## src/rtl/div_if.sv

```systemverilog
// Request/response bundle for the iterative divider: operands and start in,
// status and registered results out.
interface div_if #(
   parameter int WIDTH = 32
);
   logic               start;
   logic               is_signed;
   logic [WIDTH-1:0]   dataA;
   logic [WIDTH-1:0]   dataB;
   logic               busy;
   logic               done;
   logic [WIDTH-1:0]   quot;
   logic [WIDTH-1:0]   rem;
   logic [2*WIDTH-1:0] dout;
   logic               div_zero;

   modport master (
      output start, is_signed, dataA, dataB,
      input  busy, done, quot, rem, dout, div_zero
   );

   modport slave (
      input  start, is_signed, dataA, dataB,
      output busy, done, quot, rem, dout, div_zero
   );
endinterface

```

## src/rtl/div_unit.sv

```systemverilog
// Fixed-latency restoring divider, one quotient bit per clock, with optional
// two's-complement operands and a divide-by-zero flag.
//
// state | meaning
// IDLE  | waiting for start; results from the last division are held
// ITER  | one shift-subtract step per clock, MSB first, WIDTH steps
// FIX   | sign correction and result register update; done pulses after
module div_unit #(
   parameter int WIDTH     = 32,
   parameter bit SIGNED_EN = 1'b1
) (
   input logic  clk,
   input logic  reset,
   div_if.slave bus
);
   localparam int CW = $clog2(WIDTH + 1);

   typedef enum logic [1:0] {IDLE, ITER, FIX} state_t;

   state_t             state_q, state_d;
   logic [CW-1:0]      cnt_q;
   logic [2*WIDTH-1:0] acc_q;
   logic [WIDTH-1:0]   dvs_q;
   logic [WIDTH-1:0]   dvd_raw_q;
   logic               q_neg_q, r_neg_q, zero_q;
   logic [WIDTH-1:0]   quot_q, rem_q;
   logic               done_q, div_zero_q;

   logic               sgn_mode, a_neg, b_neg;
   logic [WIDTH-1:0]   a_mag, b_mag;
   logic [WIDTH+1:0]   trial;
   logic [2*WIDTH-1:0] acc_step;
   logic [WIDTH-1:0]   q_mag, r_mag, quot_fix, rem_fix;

   assign sgn_mode = SIGNED_EN && bus.is_signed;
   assign a_neg    = sgn_mode && bus.dataA[WIDTH-1];
   assign b_neg    = sgn_mode && bus.dataB[WIDTH-1];
   assign a_mag    = a_neg ? -bus.dataA : bus.dataA;
   assign b_mag    = b_neg ? -bus.dataB : bus.dataB;

   // Upper half plus the next dividend bit is at most WIDTH+1 bits wide;
   // the extra MSB of trial is the borrow that says "does not fit".
   assign trial    = {1'b0, acc_q[2*WIDTH-1:WIDTH-1]} - {2'b00, dvs_q};
   assign acc_step = trial[WIDTH+1] ? {acc_q[2*WIDTH-2:0], 1'b0}
                                    : {trial[WIDTH-1:0], acc_q[WIDTH-2:0], 1'b1};

   assign q_mag    = acc_q[WIDTH-1:0];
   assign r_mag    = acc_q[2*WIDTH-1:WIDTH];
   assign quot_fix = zero_q ? '1 : (q_neg_q ? -q_mag : q_mag);
   assign rem_fix  = zero_q ? dvd_raw_q : (r_neg_q ? -r_mag : r_mag);

   always_ff @(posedge clk or negedge reset) begin
      if (!reset) begin
         state_q <= IDLE;
      end else begin
         state_q <= state_d;
      end
   end

   always_comb begin
      state_d = state_q;
      case (state_q)
         IDLE:    if (bus.start) state_d = ITER;
         ITER:    if (cnt_q == CW'(WIDTH - 1)) state_d = FIX;
         FIX:     state_d = IDLE;
         default: state_d = IDLE;
      endcase
   end

   always_ff @(posedge clk or negedge reset) begin
      if (!reset) begin
         cnt_q      <= '0;
         acc_q      <= '0;
         dvs_q      <= '0;
         dvd_raw_q  <= '0;
         q_neg_q    <= 1'b0;
         r_neg_q    <= 1'b0;
         zero_q     <= 1'b0;
         quot_q     <= '0;
         rem_q      <= '0;
         done_q     <= 1'b0;
         div_zero_q <= 1'b0;
      end else begin
         done_q <= (state_q == FIX);
         case (state_q)
            IDLE: begin
               if (bus.start) begin
                  acc_q     <= {{WIDTH{1'b0}}, a_mag};
                  dvs_q     <= b_mag;
                  dvd_raw_q <= bus.dataA;
                  q_neg_q   <= a_neg ^ b_neg;
                  r_neg_q   <= a_neg;
                  zero_q    <= (bus.dataB == '0);
                  cnt_q     <= '0;
               end
            end
            ITER: begin
               acc_q <= acc_step;
               cnt_q <= cnt_q + CW'(1);
            end
            FIX: begin
               quot_q     <= quot_fix;
               rem_q      <= rem_fix;
               div_zero_q <= zero_q;
            end
            default: ;
         endcase
      end
   end

   assign bus.busy     = (state_q != IDLE);
   assign bus.done     = done_q;
   assign bus.quot     = quot_q;
   assign bus.rem      = rem_q;
   assign bus.dout     = {rem_q, quot_q};
   assign bus.div_zero = div_zero_q;
endmodule

```

## src/flat_wrapper.sv

```systemverilog
// flat-port wrapper written by rule: the top's interface ports become plain ports
module div_unit_flat 
#(
   parameter int WIDTH     = 32,
   parameter bit SIGNED_EN = 1'b1
)
  (clk, reset, bus_start, bus_is_signed, bus_dataA, bus_dataB, bus_busy, bus_done, bus_quot, bus_rem, bus_dout, bus_div_zero);
  div_if #(.WIDTH(WIDTH)) bus_i ();
  input logic clk;
  input logic reset;
  input wire logic [$bits(bus_i.start)-1:0] bus_start;
  input wire logic [$bits(bus_i.is_signed)-1:0] bus_is_signed;
  input wire logic [$bits(bus_i.dataA)-1:0] bus_dataA;
  input wire logic [$bits(bus_i.dataB)-1:0] bus_dataB;
  output wire logic [$bits(bus_i.busy)-1:0] bus_busy;
  output wire logic [$bits(bus_i.done)-1:0] bus_done;
  output wire logic [$bits(bus_i.quot)-1:0] bus_quot;
  output wire logic [$bits(bus_i.rem)-1:0] bus_rem;
  output wire logic [$bits(bus_i.dout)-1:0] bus_dout;
  output wire logic [$bits(bus_i.div_zero)-1:0] bus_div_zero;
  assign bus_i.start = bus_start;
  assign bus_i.is_signed = bus_is_signed;
  assign bus_i.dataA = bus_dataA;
  assign bus_i.dataB = bus_dataB;
  assign bus_busy = bus_i.busy;
  assign bus_done = bus_i.done;
  assign bus_quot = bus_i.quot;
  assign bus_rem = bus_i.rem;
  assign bus_dout = bus_i.dout;
  assign bus_div_zero = bus_i.div_zero;
  div_unit #(.WIDTH(WIDTH), .SIGNED_EN(SIGNED_EN)) u_core (.clk(clk), .reset(reset), .bus(bus_i));
endmodule
```

## config.mk

```make
export PLATFORM = sky130hd
export DESIGN_NAME = div_unit_flat
export DESIGN_NICKNAME = d
export VERILOG_FILES = /design/src/rtl/div_if.sv /design/src/rtl/div_unit.sv /design/src/flat_wrapper.sv
export SDC_FILE = /design/constraint.sdc
export NUM_CORES = 1
export LEC_CHECK = 0
export ABC_AREA = 1
export BUFFER_PORTS_ARGS = -buffer_cell sky130_fd_sc_hd__buf_2
export CAP_MARGIN = 20
export CORE_MARGIN = 5
export CORE_UTILIZATION = 50
export CTS_CLUSTER_DIAMETER = 120
export CTS_CLUSTER_SIZE = 20
export DETAILED_ROUTE_END_ITERATION = 8
export PLACE_DENSITY = 0.72
export SYNTH_ARGS = -nofsm -noshare
export SYNTH_HDL_FRONTEND = slang
export SYNTH_SLANG_ARGS = --single-unit
```

## constraint.sdc

```tcl
create_clock -name clk -period 2.7 [get_ports clk]
set_input_delay 0.54 -clock clk [delete_from_list [all_inputs] [get_ports clk]]
set_output_delay 0.54 -clock clk [all_outputs]
set_load 0.005 [all_outputs]
```

==> run metrics, run 1 <==
outcome=finished, final reports clean; clk buf depth=3; number of core rows=63; drt wl/cell=18.89 um; buffer and inverter count on the worst path=2; HP Start=bus_dataA[11]; Pleak=8.350 nW; Synth Instances=2247; Post-synth EDFFs=0; Least-Margin Pin Slew=793.1 ps; #FFs+latches synth=205; post_cts resized=0; Max-cap violations=0; initial antenna violation count=5; Relative slew margins=0.4707; first-pass GRT wire length=80.58 mm; Largest stage delay, worst path=490 ps; CP max stage cell=dfrtp_1; worst path required time=3070 ps; final worst path period share=0.9489; DRC viols=0; Reg2Reg Setup Slack=140 ps; CP arrival=2940 ps; Syn Std Cell Area=0.01498 sq mm; critical path, cell by cell=ha_1 -> nand2_1 -> nor2_1 -> nand2_1 -> nand2_1 -> inv_1 -> nand2_2 -> nand2_4 -> nand2_4 -> buf_12 -> o21ai_1 -> nand3_1 -> nand2_1; Total Die Area=0.03353 sq mm; H-tree levels=1; latest clock arrival within the worst-skew pair=490 ps; Port Buffers=198; leading cell types by total area after synthesis=dfrtp_1 34%, nand2_1 16%, inv_1 7.5%, nand3_1 7.3%, nor2_1 5.3%; WS Path Type=flip-flop to flip-flop; Finish-stage setup viols=0; simple-gate area share of the yosys netlist=0.3328; Total Wirelength=51.98 mm; total congestion overflow=0; multiplexer share of the synthesized area=0; Worst Hold End=u_core.dvd_raw_q[11]; reg2reg path depth=13; I/O pin count=199; Placed Cells=2731; largest net degree at the start of global routing=97; HP Class=input port to flip-flop; cell taking the most area after synthesis=dfrtp_1; vias post-DR=15087; chip height=183.1 um; Yosys Warn Count=0; share of layout cells above drive strength 1=0.1255; FFs w/ async S/R, synth=1.000; Worst-path clk slew=90 ps; Unique masters post-synth=49; RSZ-0062 raised after global routing=no; Initial Utilization=0.5055; XOR/XNOR Fraction of Synth Area=0.04092; Final GP Congestion=0.9991; Seq/Total Area, Yosys=0.3424; iteration-0 DRC count of the detailed router=1315; remaining antenna violation count=0; Final Power=21.27 mW; cell mode on critical path=nand2_1; top cells by count, synth=635 x nand2_1, 300 x inv_1, 218 x nand3_1; syn_area_per_cell=6.667 sq um; top cell type's share of synthesized area=0.3424; main combinational cell family by area after synthesis=simple AND/OR/NAND/NOR gates; Hold WS=333.8 ps; TNS Setup=0 ps; CORE AREA=0.02964 sq mm; final instance area=0.01640 sq mm; Crit Reg-Reg Endpoint=u_core.acc_q[48]; Startpoint Class=flip-flop; Synth Area in Compound Gates=0.1206; Layout Nets=2464; CTS Root Cell=clkbuf_16; number of global-route vias before repair=14176; ys flop type=dfrtp_1; Area Overhead vs Synth=9.454%; Synth Net Count=2353; Tmin final=2562 ps; CTS Buf Count=14; final number of hold-violating endpoints=0; worst vdd ir=0.6918 mV; delay-heaviest family, CP=simple AND/OR/NAND/NOR gates; Clock Sinks=205; DRT Pass-1 Iters=6; DR vias/cell=5.484; clock skew=12.74 ps; Max Fanout on Critical Path=25; Fmax achieved=390.3 MHz; hold path depth=3; DP Area=0.01599 sq mm; non-filler instance count after layout=2751; crit end category=flip-flop; Synth Area in Adders=0.03224; detailed placement HPWL=41.42 mm; total global-route track usage=0.3030; pwr dens=1297 mW/mm^2; Pins Over Slew Limit=0; CTS tree=yes; most frequent cell after synthesis=nand2_1; Die W=183.1 um; Reg2Reg Launch Point=u_core.acc_q[45]
[placed cells by master (no fill, tap or decap), types with 22 or more instances in the layout]
| master | Yosys | final |
|---|---|---|
| inv_1 | 300 | 300 |
| nor2_1 | 210 | 210 |
| nand4_1 | 32 | 32 |
| xor2_1 | 48 | 48 |
| ha_1 | 37 | 37 |
| xnor2_1 | 22 | 22 |
| dfrtp_1 | 205 | 205 |
| a21oi_1 | 75 | 75 |
| buf_4 | 65 | 29 |
| o21ai_0 | 130 | 130 |
| buf_2 | 12 | 197 |
| nand2_1 | 635 | 634 |
| nand3_1 | 218 | 218 |
| a22oi_1 | 30 | 30 |
[logic make-up (layout without fill, tap and decap cells)]
logic type      count (synthesis)  after routing
buf+inv                       446            558
fa+ha+maj                      38             38
xor+xnor                       70             70
compound gates                317            317
other cells                     0              2
simple gates                 1171           1171
flops                         205            205
[metrics by stage]
stage	utilization	setup slack [ps]
CTS	0.5531	174.8
floorplan	-	711.0
global route	0.5532	7.530
finish	0.5533	137.9
detailed placement	0.5394	195.3
global placement	0.5394	178.1
[power breakdown]
group          switching (mW)  leakage [nW]  internal (mW)
Clock                    1.14         0.195           1.01
Sequential               1.31          2.33           4.48
Combinational            8.57          5.82           4.77
Total                    11.0          8.35           10.3
[metal layers]
layer  track usage  routed length (um)  vias up  part of all wire
li1              -                   -     7369                 -
met3       0.03630                3464      124             0.067
met4        0.1207                2288        6             0.044
met2        0.4979               24010      582              0.46
met1        0.4103               22180     7006              0.43
met5             0                  35        -           0.00067
[sequential cells by signal (all words and copies together) (netlist names)]
register / count
u_core.zero_q: 1
u_core.bus.done: 1
u_core.cnt_q: 6
u_core.dvs_q: 32
u_core.q_neg_q: 1
u_core.state_q: 2
u_core.bus.quot: 32
u_core.bus.div_zero: 1
u_core.bus.rem: 32
u_core.dvd_raw_q: 32
u_core.acc_q: 64
u_core.r_neg_q: 1
[worst reg2reg max path, cell delays in order (launching register included)]
cell,delay (ps)
dfrtp_1,490
ha_1,460
nand2_1,140
nor2_1,220
nand2_1,90
nand2_1,110
inv_1,80
nand2_2,100
nand2_4,130
nand2_4,110
buf_12,180
o21ai_1,190
nand3_1,110
nand2_1,60
[cell type report]
class / instances / area [sq um]
tap: 390 / 488.0
clock buffer: 15 / 375.4
multi-input combinational: 1596 / 7896
antenna: 2 / 5.005
inverter: 308 / 1156
fill: 2967 / 13240
timing repair buffer: 233 / 1328
clock inverter: 2 / 20.02
sequential: 205 / 5130
[timing repair]
item,in CTS,in global routing
hold buffers,1,0
endpoints found under the setup margin,0,0
hold endpoints to repair,26,0
setup buffers,0,0
[worst max-delay path by stage]
stage	start	endpoint	slack (ps)	depth (start not counted)
global route	u_core.acc_q[45]	u_core.acc_q[48]	8	13
CTS	u_core.acc_q[45]	u_core.acc_q[48]	170	13
global placement	u_core.acc_q[45]	u_core.acc_q[48]	180	13
floorplan	u_core.acc_q[31]	u_core.acc_q[60]	710	16
finish	u_core.acc_q[45]	u_core.acc_q[48]	140	13
detailed placement	u_core.acc_q[45]	u_core.acc_q[48]	200	13
Power figures use the tool's default switching activity.
==> run 2: changes to the inputs <==
==> constraint.sdc (replaced) <==
create_clock -name clk -period 2.5 [get_ports clk]
set_input_delay 0.5 -clock clk [delete_from_list [all_inputs] [get_ports clk]]
set_output_delay 0.5 -clock clk [all_outputs]
set_load 0.005 [all_outputs]
==> run 2 against run 1 <==
Total power is 11% higher. Hold slack worse by 44 ps. Sequential power is 7.1% higher. Register-to-register slack worse by 70 ps. Cell count is 1.2% higher. Largest power group unchanged.
==> run metrics, run 2 (same netlist as run 1, synthesis figures left out) <==
chip height=183.1 um; Reg2Reg Launch Point=u_core.acc_q[31]; clk buf depth=3; Initial Utilization=0.5055; fin util=0.5630; WS Path Type=flip-flop to flip-flop; Area Overhead vs Synth=11.38%; Total Wirelength=51.43 mm; worst path required time=2910 ps; Pins Over Slew Limit=0; Hold WS=290.0 ps; HP Start=bus_dataB[26]; share of layout cells above drive strength 1=0.1399; CP arrival=2840 ps; worst vdd ir=0.7310 mV; outcome=finished, final reports clean; Final Power=23.52 mW; CTS Buf Count=14; non-filler instance count after layout=2784; Finish-stage setup viols=0; Tmin final=2432 ps; commonest cells after routing, fill and taps aside=633 x nand2_1, 300 x inv_1, 217 x nand3_1; total congestion overflow=0; I/O pin count=199; largest net degree at the start of global routing=97; reg2reg path depth=15; hold path depth=3; # diodes=0; Layout Nets=2500; Placed Cells=2767; Clock Sinks=205; TNS Setup=0 ps; Max-cap violations=0; CTS Root Cell=clkbuf_16; first-pass GRT wire length=81.01 mm; Reg2Reg Setup Slack=70 ps; Total Die Area=0.03353 sq mm; CORE AREA=0.02964 sq mm; CTS tree=yes; Max Fanout on Critical Path=4; Pleak=8.527 nW; pwr dens=1409 mW/mm^2; Least-Margin Pin Slew=733.8 ps; DR vias/cell=5.473; crit end category=flip-flop; Port Buffers=198; final worst path period share=0.9727; Post-CTS Setup Bufs=0; number of global-route vias before repair=14550; DRC viols=0; remaining antenna violation count=0; Final GP Congestion=0.9960; most common cell after layout, fill and taps aside=nand2_1; Relative slew margins=0.5102; Biggest register=u_core.acc_q; Crit Reg-Reg Endpoint=u_core.acc_q[56]; detailed placement HPWL=41.59 mm; clock skew=29.06 ps; Worst-path clk slew=90 ps; initial antenna violation count=0; final number of hold-violating endpoints=0; Worst Hold End=u_core.dvs_q[26]; latest clock arrival within the worst-skew pair=490 ps; iteration-0 DRC count of the detailed router=1324; Die W=183.1 um; number of core rows=63; DRT Pass-1 Iters=5; total global-route track usage=0.3008; vias post-DR=15236; number of flip-flops in the largest register=64; Fmax achieved=411.2 MHz; HP Class=input port to flip-flop; drt wl/cell=18.47 um; H-tree levels=1; Startpoint Class=flip-flop
-- run 2: changes by cell type in the layout (fill, tap and decap cells not counted), sizes merged --
cell,change
diode,-2
buf,+36
clkinv,-1
-- run 2: worst max-delay path by stage --
stage                                 from               end  cells after the start  slack (ps)
after floorplan           u_core.acc_q[31]  u_core.acc_q[60]                     16         510
after global placement        bus_dataB[0]     u_core.zero_q                      9         100
after detailed placement      bus_dataB[0]     u_core.zero_q                      9         100
after CTS                 u_core.acc_q[31]  u_core.acc_q[56]                     14          40
after global routing      u_core.acc_q[31]  u_core.acc_q[56]                     15          -5
final                     u_core.acc_q[31]  u_core.acc_q[56]                     15          70
-- run 2: repair_timing --
action / 4_1_cts / 5_1_grt
resized for setup: 0 / 6
setup endpoints to repair: 0 / 28
hold buffers: 1 / 0
hold endpoints to repair: 36 / 0
-- run 2: critical path, cell delays in order, from the launching register on --
cell     delay, ps
dfrtp_1        400
inv_1          110
ha_1           200
inv_1          110
fa_1           440
nand3_1        130
nand3_2        110
nand2_1         80
nand2_1        120
nand2_2        120
nand3_1         80
nand2_1         70
nand2_1         80
nand2_1        100
nand3_1         90
nand2_1         80
-- run 2: final cells by class --
class	instances	area (sq um)
repair buffers	269	1602
multi-input cells	1596	7920
well taps	390	488.0
inverters	308	1156
clock inverters	1	16.27
flip-flops and latches	205	5130
clock buffers	15	375.4
fillers	2984	12950
-- run 2: stage by stage --
step	setup slack, ps	cell area, sq um
global placement	101.4	16260
floorplan	511.0	14980
finish	68.32	16690
CTS	41.80	16660
global route	-5.451	16690
detailed placement	97.12	16260
-- run 2: routing by layer --
metal | GRT usage | routed length (um) | vias up
met5 | 0 | 0 | -
met4 | 0.08492 | 1545 | 0
met3 | 0.03253 | 3205 | 76
met2 | 0.5217 | 24780 | 555
met1 | 0.4009 | 21890 | 7166
li1 | - | - | 7439
-- run 2: where the power goes --
group | internal (mW) | total [mW] | switching (mW)
registers | 4.84 | 6.20 | 1.36
clock network | 1.09 | 2.29 | 1.20
logic | 5.52 | 15.0 | 9.51
